### config.mk
export PLATFORM = sky130hd
export DESIGN_NAME = stopwatch_time_counter
export DESIGN_NICKNAME = d
export VERILOG_FILES = /design/src/rtl/stopwatch_time_counter.sv
export SDC_FILE = /design/constraint.sdc
export NUM_CORES = 1
export LEC_CHECK = 0
export CORE_ASPECT_RATIO = 0.75
export CORE_MARGIN = 2
export CORE_UTILIZATION = 45
export CTS_CLUSTER_DIAMETER = 150
export DETAILED_ROUTE_END_ITERATION = 12
export PLACE_DENSITY = 0.68
export SLEW_MARGIN = 20
export SYNTH_ARGS = -nofsm -noshare
export SYNTH_HDL_FRONTEND = slang
export SYNTH_SLANG_ARGS = --single-unit
### constraint.sdc
create_clock -name clk_100 -period 6.1 [get_ports clk_100]
set_clock_uncertainty 0.2 [all_clocks]
set_input_delay 1.22 -clock clk_100 [delete_from_list [all_inputs] [get_ports clk_100]]
set_output_delay 1.22 -clock clk_100 [all_outputs]
set_load 0.01 [all_outputs]
### src/rtl/stopwatch_time_counter.sv
// BCD MM:SS datapath for the stopwatch: up/down counting on a 1 s tick, lap freeze, terminal flag.
// Define STOPWATCH_HUNDREDTHS_EN to replace the binary prescaler with a visible hundredths field.
module stopwatch_time_counter #(
  parameter int unsigned TICKS_PER_SEC = 100,
  parameter int unsigned MAX_MIN_TENS  = 5
) (
  input  logic        clk_100,
  input  logic        rst,
  input  logic        count_enable,
  input  logic        lap_enable,
  input  logic        count_up_down,
  input  logic        clear,
  input  logic        load,
  input  logic [15:0] preset,
  output logic [3:0]  dig3,
  output logic [3:0]  dig2,
  output logic [3:0]  dig1,
  output logic [3:0]  dig0,
`ifdef STOPWATCH_HUNDREDTHS_EN
  output logic [3:0]  dig_h1,
  output logic [3:0]  dig_h0,
`endif
  output logic [2:0]  reset_up
);

  localparam logic [3:0]  MaxMinT  = 4'(MAX_MIN_TENS);
  localparam logic [15:0] MaxCount = {MaxMinT, 4'd9, 4'd5, 4'd9};

  logic [15:0] cnt_q, cnt_d;
  logic [15:0] disp_q, disp_d;
  logic [2:0]  reset_up_q, reset_up_d;
  logic [15:0] cnt_inc, cnt_dec, preset_clamped;
  logic        tick, term;

  function automatic logic [3:0] clamp_digit(input logic [3:0] d, input logic [3:0] lim);
    return (d > lim) ? lim : d;
  endfunction

  assign preset_clamped = {clamp_digit(preset[15:12], MaxMinT), clamp_digit(preset[11:8], 4'd9),
                           clamp_digit(preset[7:4], 4'd5), clamp_digit(preset[3:0], 4'd9)};

  // BCD increment with carry chain; saturation is handled by the caller.
  always_comb begin
    cnt_inc = cnt_q;
    if (cnt_q[3:0] != 4'd9) begin
      cnt_inc[3:0] = cnt_q[3:0] + 4'd1;
    end else begin
      cnt_inc[3:0] = 4'd0;
      if (cnt_q[7:4] != 4'd5) begin
        cnt_inc[7:4] = cnt_q[7:4] + 4'd1;
      end else begin
        cnt_inc[7:4] = 4'd0;
        if (cnt_q[11:8] != 4'd9) begin
          cnt_inc[11:8] = cnt_q[11:8] + 4'd1;
        end else begin
          cnt_inc[11:8]  = 4'd0;
          cnt_inc[15:12] = cnt_q[15:12] + 4'd1;
        end
      end
    end
  end

  always_comb begin
    cnt_dec = cnt_q;
    if (cnt_q[3:0] != 4'd0) begin
      cnt_dec[3:0] = cnt_q[3:0] - 4'd1;
    end else begin
      cnt_dec[3:0] = 4'd9;
      if (cnt_q[7:4] != 4'd0) begin
        cnt_dec[7:4] = cnt_q[7:4] - 4'd1;
      end else begin
        cnt_dec[7:4] = 4'd5;
        if (cnt_q[11:8] != 4'd0) begin
          cnt_dec[11:8] = cnt_q[11:8] - 4'd1;
        end else begin
          cnt_dec[11:8]  = 4'd9;
          cnt_dec[15:12] = cnt_q[15:12] - 4'd1;
        end
      end
    end
  end

  always_comb begin
    cnt_d = cnt_q;
    term  = 1'b0;
    if (clear) begin
      cnt_d = '0;
    end else if (load) begin
      cnt_d = preset_clamped;
    end else if (tick) begin
      if (!count_up_down) begin
        if (cnt_q == MaxCount) term = 1'b1;
        else                   cnt_d = cnt_inc;
      end else begin
        if (cnt_q == '0) begin
          term = 1'b1;
        end else begin
          cnt_d = cnt_dec;
          term  = (cnt_dec == '0);
        end
      end
    end
    reset_up_d = term ? 3'd2 : (count_enable ? 3'd1 : 3'd0);
    disp_d     = lap_enable ? disp_q : cnt_d;
  end

`ifdef STOPWATCH_HUNDREDTHS_EN
  logic [7:0] hund_q, hund_d, hund_step;
  logic [7:0] hdisp_q, hdisp_d;

  assign tick = count_enable && (count_up_down ? (hund_q == 8'h00) : (hund_q == 8'h99));

  always_comb begin
    hund_step = hund_q;
    if (!count_up_down) begin
      if (hund_q[3:0] != 4'd9) begin
        hund_step[3:0] = hund_q[3:0] + 4'd1;
      end else begin
        hund_step[3:0] = 4'd0;
        hund_step[7:4] = (hund_q[7:4] == 4'd9) ? 4'd0 : hund_q[7:4] + 4'd1;
      end
    end else begin
      if (hund_q[3:0] != 4'd0) begin
        hund_step[3:0] = hund_q[3:0] - 4'd1;
      end else begin
        hund_step[3:0] = 4'd9;
        hund_step[7:4] = (hund_q[7:4] == 4'd0) ? 4'd9 : hund_q[7:4] - 4'd1;
      end
    end
    hund_d = hund_q;
    if (clear || load)     hund_d = '0;
    else if (term)         hund_d = '0;
    else if (count_enable) hund_d = hund_step;
    hdisp_d = lap_enable ? hdisp_q : hund_d;
  end

  always_ff @(posedge clk_100) begin
    if (rst) begin
      hund_q  <= '0;
      hdisp_q <= '0;
    end else begin
      hund_q  <= hund_d;
      hdisp_q <= hdisp_d;
    end
  end

  assign dig_h1 = hdisp_q[7:4];
  assign dig_h0 = hdisp_q[3:0];
`else
  localparam int unsigned PW       = (TICKS_PER_SEC > 2) ? $clog2(TICKS_PER_SEC) : 1;
  localparam logic [PW-1:0] PrescMax = PW'(TICKS_PER_SEC - 1);

  logic [PW-1:0] presc_q, presc_d;

  assign tick = count_enable && (presc_q == PrescMax);

  // Prescaler holds its phase while disabled so a pause does not lose the partial second.
  always_comb begin
    presc_d = presc_q;
    if (clear || load)     presc_d = '0;
    else if (tick)         presc_d = '0;
    else if (count_enable) presc_d = presc_q + PW'(1);
  end

  always_ff @(posedge clk_100) begin
    if (rst) presc_q <= '0;
    else     presc_q <= presc_d;
  end
`endif

  always_ff @(posedge clk_100) begin
    if (rst) begin
      cnt_q      <= '0;
      disp_q     <= '0;
      reset_up_q <= 3'd0;
    end else begin
      cnt_q      <= cnt_d;
      disp_q     <= disp_d;
      reset_up_q <= reset_up_d;
    end
  end

  assign {dig3, dig2, dig1, dig0} = disp_q;
  assign reset_up = reset_up_q;

endmodule

Yosys cells after proc, flatten, opt, wreduce, memory -nomap -nowiden
Cells that the tools add are included.
{"block": "word_totals", "register_bits": 42, "in_bits": 23, "out_inout_bits": 19, "wordCells": 62}
{"block": "classes", "add_sub_neg": 9, "magnitude_cmp": 4, "eq_ne": 5, "muxes": 30, "reduce_logical": 9}
{"op": "two-way mux 16 bit", "n": 6}
{"op": "two-way mux 4 bit", "n": 12}
{"op": "logical NOT 16 bit", "n": 2}
{"op": "two-way mux 12 bit", "n": 2}
{"op": "adder 4 x 1 -> 4 bit, second input constant", "n": 4}
{"op": "equality test 16 x 15 -> 1 bit, second input constant", "n": 1}
{"op": "two-way mux 8 bit", "n": 2}
{"op": "subtractor 4 x 1 -> 4 bit, second input constant", "n": 4}
{"op": "nonzero test 4 bit", "n": 3}
{"op": "> comparator 4 x 3 -> 1 bit, second input constant", "n": 2}
{"op": "> comparator 4 bit, second input constant", "n": 2}
{"op": "!= test 4 bit, second input constant", "n": 2}
{"op": "adder 7 x 1 -> 7 bit, second input constant", "n": 1}
{"op": "equality test 7 bit, second input constant", "n": 1}
{"op": "two-way mux 1 bit", "n": 7}
{"op": "!= test 4 x 3 -> 1 bit, second input constant", "n": 1}
{"op": "OR reduction 3 bit", "n": 1}
{"op": "two-way mux 2 bit", "n": 1}
{"op": "OR reduction 2 bit", "n": 1}
{"op": "logical AND 1 bit", "n": 1}
{"op": "logical OR 1 bit", "n": 1}

Longest topological paths before layout
{"block": "depth", "ltp_word": 11, "ltp_mapped": 9, "ltp_nobuf": 8}

Worst setup path before layout
No wires, ideal clock.
{"block": "synth_path", "kind": "in2reg", "from": "input count_enable", "to": "register disp_q[4]", "setup_time_ns": 0.137, "t_arrival_ns": 2.631, "t_required_ns": 5.763, "path_slack_ns": 3.132, "path_stages": 8, "path_buffers": 2, "path_cell_list": "clkbuf_8 -> nand3_1 -> nor2_1 -> and2_0 -> buf_2 -> o21ai_0 -> a2111oi_1 -> o32ai_1"}
{"block": "synth_between", "elab_chain_cells": 4}
{"element": "start: declaration", "line_no": "9", "rtl": "input logic count_enable,"}
{"element": "logical AND 1 bit", "line_no": "155", "rtl": "assign tick = count_enable && (presc_q == PrescMax);"}
{"element": "two-way mux 16 bit", "line_no": "90", "rtl": "end else if (tick) begin"}
{"element": "two-way mux 16 bit", "line_no": "88", "rtl": "end else if (load) begin"}
{"element": "two-way mux 16 bit", "line_no": "86", "rtl": "if (clear) begin"}
{"element": "end signal: assignment", "line_no": "178", "rtl": "disp_q <= disp_d;"}
{"element": "end: declaration", "line_no": "30", "rtl": "logic [15:0] disp_q, disp_d;"}
Every way passes these cells.
A chain may end at the register's enable or synchronous reset.

Final worst setup path
{"block": "layout_path", "from": "input count_up_down", "to": "register disp_q[4]"}
{"block": "layout_between", "elab_chain_cells": 4}
{"element": "start: declaration", "line_no": "11", "rtl": "input logic count_up_down,"}
{"element": "two-way mux 16 bit", "line_no": "91", "rtl": "if (!count_up_down) begin"}
{"element": "two-way mux 16 bit", "line_no": "90"}
{"element": "two-way mux 16 bit", "line_no": "88"}
{"element": "two-way mux 16 bit", "line_no": "86"}
Every way passes these cells.

==> run metrics <==
result of the run completed; Min-Delay Path Class reg -> reg; clock tree from TritonCTS done; Area growth, synth to finish 14.8%; combined area of the multi-input logic cells 0.00191 sq mm; post-CTS setup buffers 0; proportion of synthesized chip area in sequential cells between 20% and 30%; count of antenna-violating nets left after detailed routing 0; Total Nets Final between 400 and 500; worst-path fanout max 23; number of flops mapped to enable cells by yosys 0; critical hold path startpoint disp_q[6]$_SDFFE_PP0N_; number of instances resized during post-cts repair 0; syn avg cell area 7.86 sq um; unrepaired setup endpoints after global routing no; most area-hungry cell type in the Yosys netlist dfxtp_1; total clock buffers created by CTS 5; combinational share of power about a fifth; Worst Hold Path Cells 2; post-route design area 0.00341 sq mm; async set-reset flop share out of synthesis 0%; WHS Endpoint disp_q[6]$_SDFFE_PP0N_; highest-count cells in the layout ignoring fill and taps dfxtp_1 (41), clkdlybuf4s50_1 (40), nor2_1 (39), nand2_1 (35), o21ai_0 (23); Floorplan Core Area 0.00635 sq mm; instance count of the mapped netlist 378; via count between 2k and 3k; routed len/inst 17.1 um; count of final hold-check violations 0; worst reg2reg endpoint disp_q[4]$_SDFFE_PP0N_; switching pwr approximately 170 uW; total power divided by cell area 182 mW/mm^2; CP max stage delay 0.83 ns; remaining max-slew budget at the tightest pin 45.8%; dpl ws 1.97 ns; clock slew seen by the registers of the worst setup and hold paths 0.08 ns; slew at the pin with the worst max-slew slack 0.810 ns; # H-tree levels 2; share of cells above drive strength 1 6.95%; worst-case register-to-register setup slack 2.85 ns; Placement Rows 25; leakage dissipation 0.00117 uW; P_int 446 uW; number of global-route vias before repair 2673; die area 0.00728 sq mm; count of endpoints failing setup in the final report 0; width of the die between 90 and 100 um; commonest non-fill, non-tap cell in the layout dfxtp_1; starting density of the core between 40% and 50%; Worst Reg2Reg Path Length in Cells 9; Placement Cell Area 0.00331 sq mm; Detailed Place HPWL 6020 um; min setup slack post-route 2.18 ns; total negative setup slack 0 ns; data arrival time of the critical path between 3 and 4 ns; diode insertion count for antenna repair 0; hold buffers post-CTS 0; final cycle utilization of the critical path 64.2%; pin count of the biggest net entering global routing 33; GR Util All Layers 23.5%; series of cell instances along the critical path clkdlybuf4s50_1 -> nor4bb_1 -> nand4_1 -> and2_0 -> o21ai_0 -> a2111oi_1 -> o32ai_1; cell types with the largest area share after synthesis dfxtp_1 (28%), ha_1 (6.3%), nor2_1 (4.9%), nand2_1 (4.4%), o21ai_0 (3.9%); final weighted congestion in routability-driven placement 0.878; die boundary height ~74 um; global-route wire length before repair 13700 um; Clock Root Buffer clkbuf_8; sequential share of power 45.8%; maximum clock rate 255 MHz; final period demand of the worst path 3.92 ns; DR DRC count 0; register area 821 sq um; yosys synthesis warning count 0; clock insertion delay at the later pin of the skew report about 0.3 ns; port bufs 40; peak supply drop between 90 and 100 uV; clock sinks 41; CP Capture Type flop; synthesized netlist net count 416; Max stage delay cell, worst path clkdlybuf4s50_1; first drt pass iteration count 5; Detailed Route WL 8280 um; antenna violations before repair 0; count of distinct cell types in the synthesized netlist between 70 and 80; via density per instance approximately 6.1; filler cell count around 630; worst r2r src cnt_q[0]$_SDFF_PP0_; number of max-slew violations in the final report 0; register bit count reported by yosys 41; Worst Setup Start Kind primary input; Cell Area, Synth 0.00297 sq mm; number of buffers on the longest clock path 2; IO Count 42; main flop type after synthesis dfxtp_1; remaining global-route overflow 0; Worst Setup Path Type in -> reg; share of Yosys cell area claimed by the top area cell type ~28%; max-cap viol count 0; switching part of the total power ~28%; First DRT Iteration DRCs between 200 and 250; worst endpoint required time 6.08 ns; Clk pwr share a little over a third
## metrics by stage
stage               std cells  utilization [%]  total power, uW  hold WS [ns]
floorplan                 378                -              367         0.283
global placement          477             52.1              405         0.240
detailed placement        477             52.1              406         0.247
CTS                       484             53.8              621         0.267
global route              484             53.8              648         0.289
finish                    484             53.8              620         0.264
## final cells by class
| cell class | instances | area share, % |
|---|---|---|
| clock buffer | 5 | 2.02 |
| clock inverter | 2 | 1.03 |
| inverter | 12 | 1.32 |
| multi-input combinational | 299 | 56.0 |
| sequential | 41 | 24.0 |
| tap | 81 | 2.97 |
| timing repair buffer | 44 | 12.6 |
## flip-flops by register name, summed over array words and instances (netlist names)
name      flops
presc_q       7
reset_up      2
cnt_q        16
disp_q       16
## synthesized netlist by cell type (2+ instances only)
| master | instances |
|---|---|
| o22ai_1 | 5 |
| buf_4 | 2 |
| buf_6 | 2 |
| xnor2_1 | 3 |
| o32ai_1 | 2 |
| nand4b_1 | 2 |
| nand2b_1 | 4 |
| a31oi_1 | 7 |
| a32oi_1 | 3 |
| nand2_1 | 35 |
| nor3b_1 | 7 |
| and3_1 | 2 |
| a311oi_1 | 6 |
| nor4_1 | 6 |
| o21ai_0 | 23 |
| dfxtp_1 | 41 |
| inv_1 | 12 |
| nor2b_1 | 5 |
| or3b_2 | 4 |
| a21oi_1 | 20 |
| nand3_1 | 9 |
| and2_1 | 2 |
| xor2_1 | 6 |
| o31ai_1 | 2 |
| mux2i_1 | 4 |
| nand4_1 | 8 |
| a211oi_1 | 6 |
| clkbuf_1 | 12 |
| or2_2 | 5 |
| nor3_1 | 16 |
| a21o_1 | 3 |
| nor2_1 | 39 |
| buf_2 | 2 |
| o211ai_1 | 3 |
| and3b_1 | 4 |
| ha_1 | 15 |
| or3_1 | 5 |
| clkbuf_8 | 6 |
| nand3b_1 | 7 |
## worst max-delay path: cells and delay by family
kind	cells	cell delay, ns
compound gates	3	0.84
buf+inv	1	0.83
simple gates	3	1.00
## cells by family (layout without fill, tap and decap cells)
family          Yosys count  count (layout)  synth area share [%]
compound gates           99              99                  22.3
xor+xnor                  9               9                  2.65
fa+ha+maj                15              15                  6.31
buf+inv                  38              63                  8.08
flops                    41              41                  27.6
mux                       4               4                  1.35
other cells               1               1                 0.126
simple gates            171             171                  31.5
## worst max path at each step
stage	endpoint	startpoint	cells after the start	slack, ns
CTS	disp_q[4]$_SDFFE_PP0N_	count_up_down	7	2.25
detailed placement	disp_q[4]$_SDFFE_PP0N_	count_up_down	7	1.97
floorplan	disp_q[4]$_SDFFE_PP0N_	count_enable	8	3.13
finish	disp_q[4]$_SDFFE_PP0N_	count_up_down	7	2.18
global route	disp_q[4]$_SDFFE_PP0N_	count_up_down	7	1.89
global placement	disp_q[4]$_SDFFE_PP0N_	count_up_down	7	1.98
## power groups by stage
stage | sequential (uW) | clock [uW] | combinational [uW]
6_report | 284 | 218 | 118
5_1_grt | 285 | 233 | 130
4_1_cts | 284 | 220 | 117
3_5_place_dp | 290 | 0 | 116
3_3_place_gp | 290 | 0 | 115
2_1_floorplan | 288 | 0 | 78.9
## per-layer routing
| layer | GRT usage (%) | routed length [um] |
|---|---|---|
| met1 | 35.1 | 4140 |
| met2 | 35.1 | 3390 |
| met3 | 4.23 | 605 |
| met4 | 6.02 | 136 |
| met5 | 0 | 0 |
(Power assumes the default switching activity.)
